### src/rtl/lane_elastic_pipe.sv
// Multi-lane valid/ready register stage with DEPTH entries of elastic buffering.
// Define LANE_PIPE_IDLE_ZERO_EN to force out_data to zero while out_valid is low.
module lane_elastic_pipe #(
    parameter int unsigned LANES = 4,
    parameter int unsigned WIDTH = 8,
    parameter int unsigned DEPTH = 4,
    parameter int unsigned LW    = $clog2(DEPTH + 1)
) (
    input  logic                   clkf,
    input  logic                   reset,
    input  logic                   in_valid,
    input  logic [LANES*WIDTH-1:0] in_data,
    output logic                   in_ready,
    output logic                   out_valid,
    output logic [LANES*WIDTH-1:0] out_data,
    input  logic                   out_ready,
    output logic [LW-1:0]          level,
    output logic                   overflow
);

    localparam int unsigned PW = $clog2(DEPTH);
    localparam int unsigned DW = LANES * WIDTH;

    localparam logic [LW-1:0] CntFull = LW'(DEPTH);
    localparam logic [PW-1:0] PtrLast = PW'(DEPTH - 1);

    logic [DW-1:0] mem_q [DEPTH];
    logic [PW-1:0] wp_q, wp_d;
    logic [PW-1:0] rp_q, rp_d;
    logic [LW-1:0] cnt_q, cnt_d;
    logic          overflow_q, overflow_d;
    logic          push, pop;

    // Flow control is a function of state only; out_ready never reaches in_ready.
    assign in_ready  = (cnt_q != CntFull);
    assign out_valid = (cnt_q != '0);
    assign push      = in_valid & in_ready;
    assign pop       = out_valid & out_ready;
    assign level     = cnt_q;
    assign overflow  = overflow_q;

`ifdef LANE_PIPE_IDLE_ZERO_EN
    assign out_data = out_valid ? mem_q[rp_q] : '0;
`else
    assign out_data = mem_q[rp_q];
`endif

    always_comb begin
        wp_d       = wp_q;
        rp_d       = rp_q;
        cnt_d      = cnt_q;
        overflow_d = overflow_q | (in_valid & ~in_ready);
        if (push) begin
            wp_d = (wp_q == PtrLast) ? '0 : wp_q + PW'(1);
        end
        if (pop) begin
            rp_d = (rp_q == PtrLast) ? '0 : rp_q + PW'(1);
        end
        unique case ({push, pop})
            2'b10:   cnt_d = cnt_q + LW'(1);
            2'b01:   cnt_d = cnt_q - LW'(1);
            default: cnt_d = cnt_q;
        endcase
    end

    always_ff @(posedge clkf) begin
        if (reset) begin
            wp_q       <= '0;
            rp_q       <= '0;
            cnt_q      <= '0;
            overflow_q <= 1'b0;
        end else begin
            wp_q       <= wp_d;
            rp_q       <= rp_d;
            cnt_q      <= cnt_d;
            overflow_q <= overflow_d;
        end
    end

    // Storage carries no reset; contents are only observable once written.
    always_ff @(posedge clkf) begin
        if (push && !reset) begin
            mem_q[wp_q] <= in_data;
        end
    end

endmodule

### config.mk
export PLATFORM = sky130hd
export DESIGN_NAME = lane_elastic_pipe
export DESIGN_NICKNAME = d
export VERILOG_FILES = /design/src/rtl/lane_elastic_pipe.sv
export SDC_FILE = /design/constraint.sdc
export NUM_CORES = 1
export LEC_CHECK = 0
export CAP_MARGIN = 20
export CORE_ASPECT_RATIO = 0.5
export CORE_MARGIN = 4
export CORE_UTILIZATION = 40
export DETAILED_ROUTE_END_ITERATION = 8
export PLACE_DENSITY = 0.72
export SKIP_LAST_GASP = 1
export SYNTH_ARGS = -nofsm -noshare
export SYNTH_HDL_FRONTEND = slang
export SYNTH_SLANG_ARGS = --single-unit
### constraint.sdc
create_clock -name clkf -period 4.31 [get_ports clkf]
set_input_delay 0.862 -clock clkf [delete_from_list [all_inputs] [get_ports clkf]]
set_output_delay 0.862 -clock clkf [all_outputs]
set_load 0.01 [all_outputs]
==> results of run 1 <==
## flip-flops by register name, summed over array words and instances, names as in the netlist, named ones only
name      cells
overflow      1
mem_q       128
rp_q          2
level         3
wp_q          2
## final timing paths
| kind | end | slack, ns | cells after the start |
|---|---|---|---|
| worst max-delay path | out_data[8] | 1.02 | 3 |
| worst min-delay path | overflow | 0.48 | 2 |
| worst max register to register | level[2] | 1.70 | 8 |
| worst min register to register | overflow | 0.48 | 2 |
## through the flow
stage | instance area [um2] | util | power [mW] | cells | hold slack, ns
final | 6790 | 0.559 | 4.01 | 495 | 0.477
after global routing | 6790 | 0.559 | 4.17 | 495 | 0.517
after CTS | 6790 | 0.559 | 4.05 | 495 | 0.481
after detailed placement | 6120 | 0.503 | 2.43 | 463 | 0.467
after global placement | 6120 | 0.503 | 2.40 | 463 | 0.458
after floorplan | 5130 | - | 2.06 | 223 | 0.463
## report_power, final
group / switching, mW / total (mW) / leakage [nW] / internal [mW]
Sequential: 0.0663 / 1.62 / 1.24 / 1.55
Clock: 0.530 / 1.62 / 0.325 / 1.09
Combinational: 0.322 / 0.774 / 0.654 / 0.452
## per-layer routing
metal | track usage | vias to the layer above | routed length, um
met5 | 0 | - | 0
met4 | 0.0442 | 0 | 102
met3 | 0.0478 | 9 | 412
met2 | 0.243 | 48 | 5120
met1 | 0.156 | 1264 | 3860
li1 | - | 1114 | -
## worst register-to-register path: stages, from the launching register on
cell     delay (ns)
dfxtp_1        0.42
or3b_1         0.48
nand2_1        0.26
ha_1           0.23
inv_1          0.06
fa_1           0.37
xor2_1         0.16
or3_2          0.41
a21oi_1        0.15
## layout by cell type, fill, tap and decap left out, drive strengths merged, types with 4 or more instances in the layout
| cell type | synthesis | routed |
|---|---|---|
| buf | 8 | 11 |
| bufinv | 0 | 6 |
| nor3b | 4 | 4 |
| dfxtp | 10 | 10 |
| clkbuf | 1 | 18 |
| clkinv | 0 | 6 |
| mux4 | 32 | 32 |
| edfxtp | 128 | 128 |
| clkdlybuf4s50 | 0 | 73 |
| inv | 6 | 7 |
| nor2 | 6 | 6 |
| ha | 6 | 6 |
| a21oi | 5 | 5 |
## area by class of cell
cell class                 count  area (um2)  share of cell area
sequential                   138        4050               0.595
multi-input combinational     70        1030               0.152
timing repair buffer          84         813               0.120
clock buffer                  18         429              0.0632
clock inverter                14         245              0.0361
tap                          165         206              0.0304
inverter                       6        22.5             0.00331
## kinds of logic (layout without fill, tap and decap cells)
group,Yosys count,in the layout,synth area share
DFF,138,138,0.788
muxes,33,33,0.142
and+or+nand+nor,18,18,0.0195
buffers and inverters,15,122,0.0149
AOI/OAI and AO/OA,10,10,0.0134
adders and majority gates,7,7,0.0185
xor gates and xnor gates,2,2,0.00341
==> reports/results.ini, run 1 <==
[synth]
yosys_warnings = 0
synthTopCellsByCount = 128 x edfxtp_1, 32 x mux4_2, 10 x dfxtp_1
synthTopCellsByArea = edfxtp_1 75%, mux4_2 14%, dfxtp_1 3.9%
synth_edf_count = 128
syn_area_per_cell_um2 = 23.0
synth_ff_type = edfxtp_1
syn_area_um2 = 5130
ys_seq_area_frac = 0.788
async_flop_share = 0
synth.most_common_cell = edfxtp_1
yosysTopAreaCell = edfxtp_1
ys_types = 26
synth_top_area_frac = 0.749
ys_ff_latch = 138
postSynthCellCount = 223
syn_nets = 266

[setup_path]
crit_path_cell_trace = buf_4, mux4_2, clkdlybuf4s50_1
worst_path_max_delay_cell = dfxtp_1
cp_max_fo = 15
timing.rr.start = level[2]
end_kind = primary output
critPathLaunchType = flip-flop
crit_required_ns = 3.45
cp_top_family = buffers and inverters
path_class = flip-flop to primary output
crit_arrival_ns = 2.43
cp_num_buf_inv = 2
slowest_delay_ns = 0.83

[power]
vdd_drop_max_v = 0.000359
cellPowerDensity_nw_per_um2 = 590
p_leak_nw = 2.22

[worst_hold_path]
hold_class = flip-flop to flip-flop
hp-start = overflow

[clock_network]
cts_root_buf = clkbuf_16
cts_tree = built
clockBufferDepth = 2
numCtsBuffers = 17
hold_buffers = 0
clk_pin_slew_ns = 0.06
post_cts_resized = 0
insertion_delay_ns = 0.41
cts_setup_buffers = 0
htree_levels = 4
numClockSinks = 138

[global_routing]
first_global_vias = 2685
overflow = 0
grt_max_degree = 33
antenna_found_initial = 0
grt_pass1_wl_um = 14800
grt_use_total = 0.136

[floorplanning]
die_w_um = 168
num_io_pins = 74
die_h_um = 88.1
die_area_um2 = 14800
core_area_um2 = 12200
rows = 28
start_util = 0.422

[placed_design]
io_buffers = 73
place_ws_ns = 1.23
place.gp.congestion = 0.733
dpl.hpwl_um = 5900

[status]
status = complete, no violations

[layout]
final_nets = 360
nFillCells = 869
layout-drive-gt1-share = 0.252
insertedDiodeCount = 0
syn_to_final_growth_pct = 32.4

[timing]
timing.final.hold_violations = 0
worst_pin_slew_ns = 0.793
fin_crit_ns = 3.29
fin_worst_skew_ns = 0.00847
slew_violations = 0
period_share = 0.764
rsz0062_at_grt = no
slew_headroom = 0.471
fin_ws_ns = 1.02
tns_ns = 0
timing.fmax_ghz = 0.304
setup_violations = 0

[detailed_routing]
drt_first_pass_iters = 5
drtAntennaViolNets = 0
vias = 2435
wl_um = 9490
viasPerCell = 4.92
route.detailed.drc = 0
drtIter0Drc = 208
wl_per_cell_um = 19.2

[job]
maxCapViolations = 0

Power figures use the tool's default switching activity.
==> run 2: changes to the inputs <==
PLACE_DENSITY = 0.74   (was 0.72)
clock period = 3 ns   (was 4.31 ns; I/O delays follow)
==> run 2 against run 1 <==
Effect of this change:
- routed wire length decreased by 1.3%
- non-clock buffer count increased by 2
- sequential power increased by 41%
- critical path depth unchanged
- critical endpoint is now out_data[12]
==> reports/results.ini, run 2 (same netlist as run 1, synthesis figures left out) <==
[detailed_routing]
wl_per_cell_um = 18.8  ; -1.7%
wl_um = 9370  ; -1.3%
route.detailed.drc = 0  ; unchanged
drtIter0Drc = 151  ; -27%
vias = 2423  ; -0.49%
drtAntennaViolNets = 0  ; unchanged
viasPerCell = 4.88  ; -0.89%
drt_first_pass_iters = 4  ; -1

[clock_network]
htree_levels = 4  ; unchanged
numCtsBuffers = 17  ; unchanged
hold_buffers = 0  ; unchanged
cts_setup_buffers = 0  ; unchanged
clockBufferDepth = 2  ; unchanged
clk_pin_slew_ns = 0.05  ; about the same
post_cts_resized = 0  ; unchanged
cts_root_buf = clkbuf_16
numClockSinks = 138  ; unchanged
cts_tree = built
insertion_delay_ns = 0.42  ; about the same

[timing]
worst_hold_slack_ns = 0.488  ; +0.0113 ns
fin_crit_ns = 2.84
rsz0062_at_grt = no
slew_violations = 0  ; unchanged
slew_headroom = 0.655  ; +0.185
timing.final.hold_violations = 0  ; unchanged
fin_worst_skew_ns = 0.00704  ; -0.00143 ns
timing.fmax_ghz = 0.352
worst_pin_slew_ns = 0.513  ; -0.280 ns
setup_violations = 0  ; unchanged
period_share = 0.946

[placed_design]
dpl.cell_count = 465  ; +0.43%
io_buffers = 73  ; unchanged
place.gp.congestion = 0.782  ; +6.6%
dpl.hpwl_um = 5860  ; -0.74%

[global_routing]
overflow = 0  ; unchanged
grt_pass1_wl_um = 14600  ; -1.8%
grt_use_total = 0.135  ; -0.000501
antenna_found_initial = 0  ; unchanged
grt_max_degree = 23  ; -30%
first_global_vias = 2731  ; +1.7%

[status]
status = complete, no violations

[layout]
insertedDiodeCount = 0  ; unchanged
mostFrequentLayoutCell = edfxtp_1
fin_cells = 497  ; +0.40%
final_nets = 362  ; +0.56%
layout_common_cells = 128 x edfxtp_1, 73 x clkdlybuf4s50_1, 32 x mux4_2, 17 x clkbuf_16, 13 x buf_4
nFillCells = 880  ; +1.3%
layout-drive-gt1-share = 0.250  ; -0.00152
regMostFlops = mem_q
largest_reg_flops = 128  ; unchanged
syn_to_final_growth_pct = 31.9

[setup_path]
critPathLaunchType = flip-flop
worst_path_max_delay_cell = mux4_2
crit_required_ns = 2.40  ; -1.05 ns
cp_max_fo = 22  ; +7
crit_path_cell_trace = buf_4, mux4_2, clkdlybuf4s50_1
slowest_delay_ns = 0.58  ; -0.25 ns
crit_arrival_ns = 2.24  ; -0.19 ns
end_kind = primary output
reg2regPathDepth = 8  ; unchanged
path_class = flip-flop to primary output

[worst_hold_path]
holdPathStages = 2  ; unchanged
hold_class = flip-flop to flip-flop

[floorplanning]
die_h_um = 88.1  ; unchanged
num_io_pins = 74  ; unchanged
start_util = 0.422  ; unchanged
die_w_um = 168  ; unchanged
die_area_um2 = 14800  ; unchanged
rows = 28  ; unchanged
core_area_um2 = 12200  ; unchanged

[job]
maxCapViolations = 0  ; unchanged

[power]
p_leak_nw = 2.21  ; -0.64%
cellPowerDensity_nw_per_um2 = 835  ; +42%
vdd_drop_max_v = 0.000445  ; +24%

## run 2: stage by stage
step | power, mW | cell area [um2] | TNS, ns | util | worst slack [ns]
after global placement | 3.45 | 6130 | 0 | 0.505 | 0.388
after detailed placement | 3.49 | 6130 | 0 | 0.505 | 0.276
final | 5.65 | 6770 | 0 | 0.557 | 0.162
after CTS | 5.71 | 6770 | 0 | 0.557 | 0.117
after floorplan | 2.96 | 5130 | -88.49 | - | -0.707
after global routing | 5.90 | 6770 | 0 | 0.557 | 0.0486
## run 2: layout make-up
cell class	instances	area, um2	share of cell area
clock buffer	19	433	0.0640
sequential	138	4050	0.598
tap	165	206	0.0305
timing repair buffer	86	828	0.122
inverter	6	22.5	0.00333
multi-input combinational	70	1030	0.153
clock inverter	13	200	0.0296
## run 2: worst max-delay path: cells and delay by family (launching register included)
family	cells	cell delay [ns]
flip-flops	1	0.32
multiplexers	1	0.58
buffers and inverters	2	0.92
## run 2: worst paths after layout
path | slack (ns) | start | to
hold / removal | 0.49 | overflow | overflow
setup / recovery | 0.16 | flip-flop | out_data[12]
setup reg to reg | 0.48 | level[2] | level[2]
hold reg to reg | 0.49 | overflow | overflow
## run 2: power by group
part / switching [mW] / internal (mW)
sequential: 0.0534 / 2.23
clock: 0.756 / 1.47
combinational: 0.496 / 0.655
total: 1.31 / 4.35
## run 2: layer usage
layer  vias to the layer above  part of all wire  GRT usage  wire length [um]
li1                       1118                 -          -                 -
met4                         0             0.021     0.0552               197
met5                         -                 0          0                 0
met2                        37              0.55      0.242              5120
met1                      1254              0.39      0.145              3650
met3                        14             0.043     0.0577               406
==> run 3: changes to the inputs <==
CORE_UTILIZATION = 25   (was 40)
PLACE_DENSITY = 0.54   (was 0.74)
==> run 3 against run 2 <==
Effect of this change:
- cell area up 1.6%
- setup slack better by 0.21 ns
- clock skew up 0.0032 ns
- core utilization down 21 points
- worst hold slack better by 0.0034 ns
- critical path depth unchanged
- sequential share of layout area down 0.95 points
- largest cell class unchanged
==> reports/results.ini, run 3 (same netlist as run 1, synthesis figures left out) <==
[setup_path]
slowest_delay_ns = 0.52  ; -0.06 ns
crit_required_ns = 2.40  ; about the same
worst_path_max_delay_cell = mux4_2
critPathLaunchType = flip-flop
path_class = flip-flop to primary output
crit_path_cell_trace = buf_4, mux4_2, clkdlybuf4s50_1
crit_arrival_ns = 2.03  ; -0.21 ns
end_kind = primary output
cp_max_fo = 10  ; -55%

[detailed_routing]
route.detailed.drc = 0  ; unchanged
wl_um = 9590  ; +2.4%
vias = 2429  ; +0.25%
viasPerCell = 4.09  ; -16%
drtAntennaViolNets = 0  ; unchanged
drtIter0Drc = 155  ; +2.6%
wl_per_cell_um = 16.2  ; -14%
drt_first_pass_iters = 5  ; +1

[clock_network]
numClockSinks = 138  ; unchanged
htree_levels = 4  ; unchanged
cts_setup_buffers = 0  ; unchanged
cts_root_buf = clkbuf_16
post_cts_resized = 0  ; unchanged
insertion_delay_ns = 0.40  ; -0.02 ns
clockBufferDepth = 2  ; unchanged
numCtsBuffers = 17  ; unchanged
cts_tree = built
clk_pin_slew_ns = 0.06  ; about the same
hold_buffers = 0  ; unchanged

[layout]
regMostFlops = mem_q
syn_to_final_growth_pct = 34.0
layout_common_cells = 128 x edfxtp_1, 73 x clkdlybuf4s50_1, 32 x mux4_2, 17 x clkbuf_16, 9 x dfxtp_1
mostFrequentLayoutCell = edfxtp_1
largest_reg_flops = 128  ; unchanged
insertedDiodeCount = 0  ; unchanged
final_nets = 360  ; -0.55%
fin_cells = 594  ; +20%
layout-drive-gt1-share = 0.244  ; -0.00610

[job]
maxCapViolations = 0  ; unchanged

[global_routing]
antenna_found_initial = 0  ; unchanged
overflow = 0  ; unchanged
grt_pass1_wl_um = 14900  ; +2.1%
first_global_vias = 2612  ; -4.4%
grt_max_degree = 33  ; +43%
grt_use_total = 0.0862  ; -0.0491

[power]
cellPowerDensity_nw_per_um2 = 786  ; -5.9%
finalPower_mw = 5.40  ; -4.4%
p_leak_nw = 2.18  ; -1.5%
vdd_drop_max_v = 0.000375  ; -16%

[floorplanning]
die_area_um2 = 23000  ; +55%
die_w_um = 211  ; +25%
rows = 36  ; +29%
num_io_pins = 74  ; unchanged
die_h_um = 109  ; +24%
core_area_um2 = 19800  ; +63%
start_util = 0.259  ; -0.163

[placed_design]
place.gp.congestion = 0.673  ; -14%
dpl.hpwl_um = 6040  ; +3.1%
place_ws_ns = 0.334  ; +0.0573 ns
io_buffers = 73  ; unchanged
dpl.cell_count = 564  ; +21%

[timing]
timing.fmax_ghz = 0.380  ; +7.9%
worst_pin_slew_ns = 0.523  ; +0.0109 ns
slew_headroom = 0.648  ; -0.00730
period_share = 0.877  ; -0.0689
setup_violations = 0  ; unchanged
timing.final.hold_violations = 0  ; unchanged
fin_worst_skew_ns = 0.0102  ; +0.00320 ns
rsz0062_at_grt = no
slew_violations = 0  ; unchanged
fin_crit_ns = 2.63  ; -0.207 ns
fin_ws_ns = 0.369  ; +0.207 ns

[worst_hold_path]
hold_class = flip-flop to flip-flop

[status]
status = complete, no violations

[run 3: worst max-delay path, delay by kind of cell (launching register included)]
family	cells	cell delay (ns)
buf+inv	2	0.76
flops	1	0.35
mux	1	0.52
[run 3: worst paths after layout]
| kind | cells past startpoint | end | startpoint | slack [ns] |
|---|---|---|---|---|
| hold / removal | 2 | overflow | overflow | 0.49 |
| setup reg to reg | 8 | level[2] | level[2] | 0.57 |
| hold reg to reg | 2 | overflow | overflow | 0.49 |
| setup / recovery | 3 | out_data[8] | flip-flop | 0.37 |
[run 3: per-stage QoR]
stage / setup TNS [ns] / cell area (um2) / hold WS (ns) / util
after floorplan: -88.49 / 5130 / 0.463 / -
after global placement: 0 / 6320 / 0.464 / 0.319
after detailed placement: 0 / 6320 / 0.484 / 0.319
after CTS: 0 / 6880 / 0.500 / 0.347
after global routing: 0 / 6880 / 0.549 / 0.347
final: 0 / 6880 / 0.491 / 0.347
[run 3: area by class of cell]
cell class	instances	area, um2
clock buffers	17	425
clock inverters	13	130
fillers	1863	12900
inverters	6	22.5
multi-input cells	70	1030
flip-flops and latches	138	4050
well taps	266	333
repair buffers	84	888
[run 3: routing by layer]
| metal | up-vias | GRT usage | share of wire |
|---|---|---|---|
| met4 | 0 | 0.0319 | 0.011 |
| li1 | 1108 | - | - |
| met2 | 26 | 0.151 | 0.54 |
| met1 | 1287 | 0.101 | 0.42 |
| met3 | 8 | 0.0279 | 0.029 |
| met5 | - | 0 | 0 |
[run 3: power by group]
part           internal [mW]  total (mW)  switching [mW]
Sequential              2.23        2.29          0.0614
Clock                   1.20        1.94           0.737
Combinational          0.675        1.17           0.499
Total                   4.11        5.40            1.30
